**src/rtl/hazard_pkg.sv**
```systemverilog
// Shared types and constants for the pipeline hazard controller.
//   state_e  : controller states (RESET, RUN, FLUSH, MEM_WAIT)
//   ctrl_t   : packed bundle of the five pipeline-register controls
//   CTRL_*   : fixed control patterns; CTRL_NOP is the reset/NOP pattern
//   load_use : load-use hazard detect for the instruction sitting in ID
package hazard_pkg;

    typedef enum logic [1:0] {
        ST_RESET,
        ST_RUN,
        ST_FLUSH,
        ST_MEM_WAIT
    } state_e;

    localparam logic [4:0] REG_X0 = 5'd0;

    // Bit order: pc_write, ifid_write, ifid_flush, idex_bubble, exmem_write
    typedef struct packed {
        logic pc_write;
        logic ifid_write;
        logic ifid_flush;
        logic idex_bubble;
        logic exmem_write;
    } ctrl_t;

    // NOP into IF/ID and ID/EX, nothing advances
    localparam ctrl_t CTRL_NOP    = 5'b00110;
    localparam ctrl_t CTRL_RUN    = 5'b11001;
    // Hold PC and IF/ID, inject one bubble into EX
    localparam ctrl_t CTRL_STALL  = 5'b00011;
    // Fetch the branch target while squashing the wrong-path instructions
    localparam ctrl_t CTRL_FLUSH  = 5'b11111;
    // Whole pipeline frozen behind the data memory
    localparam ctrl_t CTRL_FREEZE = 5'b00000;

    function automatic logic load_use(input logic       memread,
                                      input logic [4:0] rd,
                                      input logic [4:0] rs1,
                                      input logic [4:0] rs2,
                                      input logic       uses_rs2);
        return memread && (rd != REG_X0) &&
               ((rd == rs1) || (uses_rs2 && (rd == rs2)));
    endfunction

endpackage

```
**src/rtl/hazard_perf_counter.sv**
```systemverilog
// Wrapping event counter, cleared by the synchronous reset.
//   clk, rst_n : clock, synchronous active-low clear
//   en_i       : count this cycle
//   cnt_o      : current count, wraps modulo 2^W
module hazard_perf_counter #(
    parameter int W = 32
) (
    input  logic         clk,
    input  logic         rst_n,
    input  logic         en_i,
    output logic [W-1:0] cnt_o
);

    logic [W-1:0] cnt_q;

    always_ff @(posedge clk) begin
        if (!rst_n)     cnt_q <= '0;
        else if (en_i)  cnt_q <= cnt_q + W'(1);
    end

    assign cnt_o = cnt_q;

endmodule

```
**src/rtl/pipeline_hazard_ctrl.sv**
```systemverilog
// Pipeline hazard controller: load-use stalls, branch flushes and
// data-memory freezes for a 5-stage pipeline.
//   Inputs : clk, rst_n (sync, active-low), ID source regs, EX rd/memread,
//            branch_taken, dmem_busy
//   Outputs: pc_write, ifid_write, ifid_flush, idex_bubble, exmem_write,
//            mem_timeout (one-cycle watchdog pulse)
// Optional: define STALL_CNT_EN to add stall_cnt, flush_cnt and memwait_cnt
// performance counters (CNT_W bits, wrapping).
// Outputs are combinational from the state register and current inputs.
module pipeline_hazard_ctrl
    import hazard_pkg::*;
#(
    parameter int FLUSH_CYCLES = 1,
    parameter int MEM_TIMEOUT  = 255,
    parameter int CNT_W        = 32
) (
    input  logic             clk,
    input  logic             rst_n,
    input  logic [4:0]       ifid_rs1,
    input  logic [4:0]       ifid_rs2,
    input  logic             ifid_uses_rs2,
    input  logic [4:0]       idex_rd,
    input  logic             idex_memread,
    input  logic             branch_taken,
    input  logic             dmem_busy,
    output logic             pc_write,
    output logic             ifid_write,
    output logic             ifid_flush,
    output logic             idex_bubble,
    output logic             exmem_write,
    output logic             mem_timeout
`ifdef STALL_CNT_EN
    ,
    output logic [CNT_W-1:0] stall_cnt,
    output logic [CNT_W-1:0] flush_cnt,
    output logic [CNT_W-1:0] memwait_cnt
`endif
);

    state_e      state_q, state_d;
    logic [3:0]  flush_q, flush_d;
    logic [15:0] wait_q,  wait_d;
    ctrl_t       ctrl;
    logic        lu;

    assign lu = load_use(idex_memread, idex_rd, ifid_rs1, ifid_rs2, ifid_uses_rs2);

    always_comb begin
        ctrl        = CTRL_RUN;
        mem_timeout = 1'b0;
        state_d     = state_q;
        flush_d     = flush_q;
        wait_d      = wait_q;
        case (state_q)
            ST_RESET: begin
                ctrl    = CTRL_NOP;
                state_d = ST_RUN;
            end
            ST_RUN: begin
                if (dmem_busy) begin
                    ctrl    = CTRL_FREEZE;
                    wait_d  = 16'd1;
                    state_d = ST_MEM_WAIT;
                end else if (branch_taken) begin
                    ctrl    = CTRL_FLUSH;
                    flush_d = 4'(FLUSH_CYCLES);
                    state_d = ST_FLUSH;
                end else if (lu) begin
                    ctrl    = CTRL_STALL;
                end
            end
            ST_FLUSH: begin
                // The squash already happened on the branch cycle, so a
                // memory stall can simply abandon the remaining flush cycles.
                if (dmem_busy) begin
                    ctrl    = CTRL_FREEZE;
                    wait_d  = 16'd1;
                    state_d = ST_MEM_WAIT;
                end else begin
                    ctrl = CTRL_FLUSH;
                    if (flush_q <= 4'd1) state_d = ST_RUN;
                    else                 flush_d = flush_q - 4'd1;
                end
            end
            ST_MEM_WAIT: begin
                if (dmem_busy) begin
                    ctrl = CTRL_FREEZE;
                    if (wait_q != 16'hFFFF) wait_d = wait_q + 16'd1;
                    if (wait_q == 16'(MEM_TIMEOUT)) begin
                        mem_timeout = 1'b1;
                        state_d     = ST_RUN;
                    end
                end else begin
                    // Release cycle: the held ID instruction is checked for
                    // load-use again; branch_taken is stale here and ignored.
                    state_d = ST_RUN;
                    if (lu) ctrl = CTRL_STALL;
                end
            end
            default: begin
                ctrl    = CTRL_NOP;
                state_d = ST_RESET;
            end
        endcase
    end

    always_ff @(posedge clk) begin
        if (!rst_n) begin
            state_q <= ST_RESET;
            flush_q <= '0;
            wait_q  <= '0;
        end else begin
            state_q <= state_d;
            flush_q <= flush_d;
            wait_q  <= wait_d;
        end
    end

    assign pc_write    = ctrl.pc_write;
    assign ifid_write  = ctrl.ifid_write;
    assign ifid_flush  = ctrl.ifid_flush;
    assign idex_bubble = ctrl.idex_bubble;
    assign exmem_write = ctrl.exmem_write;

`ifdef STALL_CNT_EN
    // Event classes are recovered from the control pattern; the RESET
    // pattern looks like a stall/flush/freeze, so it is masked out.
    logic active, stall_ev, flush_ev, memwait_ev;
    assign active     = (state_q != ST_RESET);
    assign stall_ev   = active && !ctrl.pc_write && ctrl.idex_bubble;
    assign flush_ev   = active && ctrl.ifid_flush;
    assign memwait_ev = active && !ctrl.exmem_write;

    hazard_perf_counter #(.W(CNT_W)) u_stall_cnt (
        .clk(clk), .rst_n(rst_n), .en_i(stall_ev),   .cnt_o(stall_cnt));
    hazard_perf_counter #(.W(CNT_W)) u_flush_cnt (
        .clk(clk), .rst_n(rst_n), .en_i(flush_ev),   .cnt_o(flush_cnt));
    hazard_perf_counter #(.W(CNT_W)) u_memwait_cnt (
        .clk(clk), .rst_n(rst_n), .en_i(memwait_ev), .cnt_o(memwait_cnt));
`endif

endmodule

```
**config.mk**
```make
export PLATFORM = sky130hd
export DESIGN_NAME = pipeline_hazard_ctrl
export DESIGN_NICKNAME = d
export VERILOG_FILES = /design/src/rtl/hazard_pkg.sv /design/src/rtl/hazard_perf_counter.sv /design/src/rtl/pipeline_hazard_ctrl.sv
export SDC_FILE = /design/constraint.sdc
export NUM_CORES = 1
export LEC_CHECK = 0
export CORE_MARGIN = 5
export CORE_UTILIZATION = 40
export DETAILED_ROUTE_END_ITERATION = 12
export MAX_ROUTING_LAYER = met4
export PLACE_DENSITY = 0.69
export RECOVER_POWER = 100
export SLEW_MARGIN = 10
export SYNTH_ARGS = -nofsm -noshare
export SYNTH_HDL_FRONTEND = slang
export SYNTH_SLANG_ARGS = --single-unit
```
**constraint.sdc**
```tcl
create_clock -name clk -period 2.5 [get_ports clk]
set_input_delay 0.375 -clock clk [delete_from_list [all_inputs] [get_ports clk]]
set_output_delay 0.375 -clock clk [all_outputs]
set_load 0.1 [all_outputs]
```
# After elaboration in Yosys (flattened, before gate mapping)
# Index checks and enable logic that the tools add are counted.
[classes]
muxes = 25
n_reduce_logical = 12
eq_ne = 17
addsub = 2
order_cmp = 1
[op_table]
columns = ["op", "n"]
rows = [
  ["2-to-1 mux 16 bit", 3],
  ["one-hot mux 16 bit (2 select lines)", 1],
  ["2-to-1 mux 5 bit", 5],
  ["one-hot mux 5 bit (4 select lines)", 1],
  ["adder 16 x 1 -> 16 bit (second input constant)", 1],
  ["== test 16 x 8 -> 1 bit (second input constant)", 1],
  ["2-to-1 mux 4 bit", 4],
  ["inequality test 16 bit (second input constant)", 1],
  ["2-to-1 mux 2 bit", 6],
  ["inequality test 2 bit (second input constant)", 6],
  ["== test 5 bit", 2],
  ["inequality test 3 bit (second input constant)", 3],
  ["one-hot mux 2 bit (4 select lines)", 1],
  ["one-hot mux 4 bit (2 select lines)", 1],
  ["AND reduction 5 bit", 1],
  ["nonzero test 5 bit", 1],
  ["== test 2 bit (second input constant)", 2],
  ["less-or-equal comparator 4 x 1 -> 1 bit (second input constant)", 1],
  ["AND reduction 4 bit", 1],
  ["nonzero test 2 bit", 2],
  ["subtractor 4 x 1 -> 4 bit (second input constant)", 1],
  ["logical AND 1 bit", 3],
  ["2-to-1 mux 1 bit", 3],
  ["AND reduction 3 bit", 1],
  ["other kinds (5)", 5],
]
[totals]
output_inout_bits = 6
inputBits = 21
elab_cells = 60
regBits = 22

# Depth between registers and ports, before layout
# Gate-level depths: netlist of run 1.
[depth]
word_depth = 8
mapped_depth = 7
depth_no_buf = 7

# Worst setup path before layout of run 1
# No wires, ideal clock.
[synth_path]
path_type = "reg2out"
from = "reg state_q[0]"
to = "out pc_write"
slack_ps = -3700
t_arrival_ps = 5825
stages_incl_launch_ff = 7
path_cell_list = "dfxtp_1 > ha_1 > buf_2 > nor3_1 > nor3_1 > a21boi_0 > buf_4"
[synth_between]
elab_chain_len = 2
[synth_rtl]
columns = ["item", "line", "rtl"]
rows = [
  ["start, declared", "pipeline_hazard_ctrl.sv:40", "state_e state_q, state_d;"],
  ["start signal, assigned", "pipeline_hazard_ctrl.sv:113", "state_q <= state_d;"],
  ["== test 2 bit (tied with other cells)", "pipeline_hazard_ctrl.sv:54", "case (state_q)"],
  ["one-hot mux 5 bit (4 select lines) *", "pipeline_hazard_ctrl.sv:54", ""],
  ["end, declared", "pipeline_hazard_ctrl.sv:26", "output logic pc_write,"],
]
# Every way passes the cells marked *; elsewhere a longest branch is shown, timed or not.

# Worst setup path in the final report of run 1
[layout_path]
from = "in idex_rd[1]"
to = "out pc_write"
[layout_between]
elab_chain_len = 8
[layout_rtl]
columns = ["item", "line", "rtl"]
rows = [
  ["start, declared", "pipeline_hazard_ctrl.sv:22", "input logic [4:0] idex_rd,"],
  ["== test 5 bit", "hazard_pkg.sv:42", "((rd == rs1) || (uses_rs2 && (rd == rs2)));"],
  ["logical AND 1 bit", "hazard_pkg.sv:42", ""],
  ["logical OR 1 bit", "hazard_pkg.sv:42", ""],
  ["logical AND 1 bit *", "hazard_pkg.sv:41", "return memread && (rd != REG_X0) &&"],
  ["2-to-1 mux 5 bit *", "pipeline_hazard_ctrl.sv:68, pipeline_hazard_ctrl.sv:97", ""],
  ["2-to-1 mux 5 bit", "pipeline_hazard_ctrl.sv:64", "end else if (branch_taken) begin"],
  ["2-to-1 mux 5 bit", "pipeline_hazard_ctrl.sv:60", "if (dmem_busy) begin"],
  ["one-hot mux 5 bit (4 select lines) *", "pipeline_hazard_ctrl.sv:54", ""],
]
# Marked as above.

==> results.md, run 1 <==
- The number of failing hold endpoints at the final stage is 0.
- After synthesis, the cell types taking the most area are sky130_fd_sc_hd__dfxtp_1, sky130_fd_sc_hd__xnor2_1, sky130_fd_sc_hd__xor2_1, sky130_fd_sc_hd__nor2_1, sky130_fd_sc_hd__ha_1.
- The library cell with the largest summed area after synthesis is sky130_fd_sc_hd__dfxtp_1.
- The normalized max-slew margin is 71.2%.
- The total net switching power is 0.000621 W.
- The initial antenna violation count is 0.
- Dividing the detail-routed wire length by the instance count gives 12.9 µm.
- After detailed routing, the number of vias per cell comes to 5.26.
- For this block, the initial DRC count from the detailed router was 32.
- In this run the post-CTS setup repair buffer count came out at 0.
- The latest clock arrival within the worst-skew pair is 0.26 ns.
- The final number of setup-violating endpoints is 0.
- The type of the worst setup path is in2out.
- The placement row count is 22.
- Synthesis handed over a netlist of 180 instances.
- The effective utilization at floorplan is 41.6%.
- The data arrival at the endpoint of the critical path is 2.05 ns.
- The uppermost signal routing layer after detailed routing is met4.
- The congestion estimate from routability-driven global placement came to 0.843.
- The clock passes through at most 2 buffers.
- CTS built an H-tree with a depth of 1.
- The die span in y is 71.9 µm.
- The post-DP HPWL is 2540 µm.
- The number of nets handed over by synthesis was 208.
- sky130_fd_sc_hd__nor2_1 is the most common cell in the netlist.
- Global routing used 13.8% of the available tracks.
- The TritonCTS clock tree is done.
- The average instance in the mapped netlist occupies 8.52 µm².
- In the synthesized netlist, the cells that appear most often are sky130_fd_sc_hd__nor2_1, sky130_fd_sc_hd__dfxtp_1, sky130_fd_sc_hd__nand2_1, sky130_fd_sc_hd__xnor2_1.
- The count of buffers from port buffering is 26.
- The flop and latch count out of synthesis is 22.
- After detailed routing, the number of remaining DRC violations is 0.
- The count of final max-slew check failures was 0.
- For the final database, setup skew stands at 0.00199 ns.
- The total overflow left after global routing is 0.
- For the worst flop-to-flop path, the logic depth is 7.
- The I/O pin total is 27.
- The primary flip-flop cell chosen by synthesis mapping is sky130_fd_sc_hd__dfxtp_1.
- Max-cap violations in this run came to 0.
- The path class of the tightest hold or removal check is reg2reg.
- Summed over all cells, the static leakage comes to 0.744 nW.
- The timing-limited maximum frequency is 412 MHz.
- The count of nets left with antenna violations once routing finished came out at 0.
- The worst setup path is launched from a primary input.
- The power per cell area is 717 nW/µm².
- The peak supply drop is 0.644 mV.
- The flow ran to the end, and the final reports show no timing, DRC or antenna violations.
- The worst reg-to-reg setup slack is 0.29 ns.
- The measured slew at the worst slew-check pin is 0.431 ns.
- The distinct cell type count after synthesis is 47.
- Total power for the finished layout comes to 0.00143 W.
- The clock network accounts for 17.7% of the total power.
- The via count is 1335.
- The count of inserted antenna diode cells is 0.
- The filler cells instantiated in the layout total 370.
- Cells fill 54.2% of the core in the end.
- The share of the yosys chip area belonging to registers is 28.7%.
- The wire length of the first global-routing pass is 5780 µm.
- The internal cell power is 0.000812 W.
- Of all flip-flops after synthesis, the portion carrying an async set or reset was 0%.
- The highest net fanout along the worst path is 3.
- In this run the clock root is driven by a sky130_fd_sc_hd__clkbuf_8.
- Of the cells placed in the final design, the portion with a size suffix greater than 1 is 15.5%.
- The share of total power in combinational logic is 52.3%.
- In this run the cell area of the synthesized design comes to 1530 µm².
- The final period demand of the worst path is 2.42 ns.
- Of the total power, the share spent switching nets is 43.3%.
- After clock tree synthesis, the clock-pin slew on the worst setup and hold paths is 0.08 ns.
- The wire length on met2 is 1590 µm.
- Counting instances, the worst hold path has a depth of 2.
- The final critical-path share of the clock period is 97.0%.
- In this run the horizontal extent of the chip is 71.9 µm.
- The post-synthesis to final-layout area growth is 30.3%.
- The total wire length after detailed routing is 3260 µm.
- The count of flip-flops with a built-in enable after synthesis is 0.
- The critical path required time is 2.12 ns.
- The floorplan step defined a die boundary enclosing 5170 µm².
- In the final design database the tool counted 235 nets.
- The share of total power dissipated in sequential elements is 30.1%.
- Entering global routing, the biggest net connects 16 pins.
- The wire length the detailed router placed on met1 is 1610 µm.
- For the final routed database, the setup TNS stands at 0 ns.
- The yosys synthesis warning count is 0.
- The met3 wirelength from detailed routing is 43 µm.
- The TritonCTS sink count is 22.
- The synthesized design devotes to its leading area cell type 28.7% of total area.
- The category of the worst setup path capture point is an output port.
- The region available for standard cell placement spans 3690 µm².
- The number of global-route vias before repair was 1308.
- TritonCTS created 3 clock buffers.
- The first-pass iteration count of the detailed router is 4.
-- routing by layer --
layer,up-vias,track usage [%]
li1,699,-
met1,623,18.0
met2,9,23.0
met3,4,1.66
met4,0,3.13
met5,-,-
-- cell usage in the layout (no fill, tap or decap), drive strengths merged, types with 2 or more instances in the layout --
master,count
a311oi,2
a21o,2
buf,8
clkdlybuf4s50,19
nand3b,2
nand3,7
o211ai,2
nor2b,2
nor3,10
clkbuf,4
ha,7
mux2i,3
nor2,25
and4,2
and3,2
a21oi,11
inv,7
nand2,14
nor4,4
dfxtp,22
xnor2,12
nand4,7
o21ai,2
xor2,11
a211oi,3
-- power groups by stage --
stage / combinational (W) / clock, W / sequential, W
3_3_place_gp: 0.000792 / 0 / 0.000442
6_report: 0.000749 / 0.000253 / 0.000431
5_1_grt: 0.000802 / 0.000276 / 0.000437
3_5_place_dp: 0.000795 / 0 / 0.000443
2_1_floorplan: 0.000579 / 0 / 0.000435
4_1_cts: 0.000798 / 0.000258 / 0.000435
-- worst paths after layout --
path	from	endpoint
setup / recovery	idex_rd[1]	pc_write
hold / removal	flush_q[1]	flush_q[1]
setup reg to reg	state_q[1]	wait_q[15]
hold reg to reg	flush_q[1]	flush_q[1]
-- timing repair --
item                       in CTS  in global routing
gates resized for setup         1                  4
hold buffers                    0                  0
setup endpoints to repair       1                  3
pin swaps                       0                  5
-- through the flow --
step	instances	setup slack [ns]	cell area (µm²)	hold WS, ns
after global placement	250	0.0478	1970	0.483
after detailed placement	250	-0.00239	1970	0.485
final	254	0.0752	2000	0.494
after CTS	254	0.00574	2030	0.497
after floorplan	180	-0.391	1640	0.459
after global routing	254	-0.0146	2000	0.556
-- state kept, by name (all words and copies together) (netlist names) --
signal,flops
flush_q,4
state_q,2
wait_q,16
-- area by class of cell --
type / count / area (µm²) / share of cell area (%)
multi-input cells: 145 / 1080 / 54.3
flip-flops and latches: 22 / 444 / 22.2
repair buffers: 28 / 329 / 16.5
well taps: 48 / 60.1 / 3.00
clock buffers: 4 / 55.1 / 2.75
inverters: 7 / 26.3 / 1.31
-- worst max-delay path, cell delays in order --
cell	delay, ns
sky130_fd_sc_hd__clkdlybuf4s50_1	0.47
sky130_fd_sc_hd__or4_1	0.56
sky130_fd_sc_hd__o21ai_2	0.17
sky130_fd_sc_hd__a21oi_4	0.06
sky130_fd_sc_hd__a21boi_4	0.21
sky130_fd_sc_hd__buf_12	0.20
-- kinds of logic (layout without fill, tap and decap cells) --
family	Yosys count	after routing	share of synthesized area (%)
flip-flops	22	22	28.7
XOR/XNOR	23	23	13.1
multiplexers	3	3	1.96
buffers and inverters	13	39	4.49
adder cells (fa/ha/maj)	7	7	5.71
AND/OR/NAND/NOR	79	79	30.7
AO/OA/AOI/OAI	33	33	15.3
Note: power is estimated with default switching activity, not from simulation.
==> run 2, diff against run 1 <==
--- a/config.mk
+++ b/config.mk
@@ -11,7 +11,6 @@
 export MAX_ROUTING_LAYER = met4
 export PLACE_DENSITY = 0.69
 export RECOVER_POWER = 100
-export SLEW_MARGIN = 10
 export SYNTH_ARGS = -nofsm -noshare
 export SYNTH_HDL_FRONTEND = slang
 export SYNTH_SLANG_ARGS = --single-unit
==> results of run 2 <==
The final DEF is identical to that of run 1; final timing and power are the same.
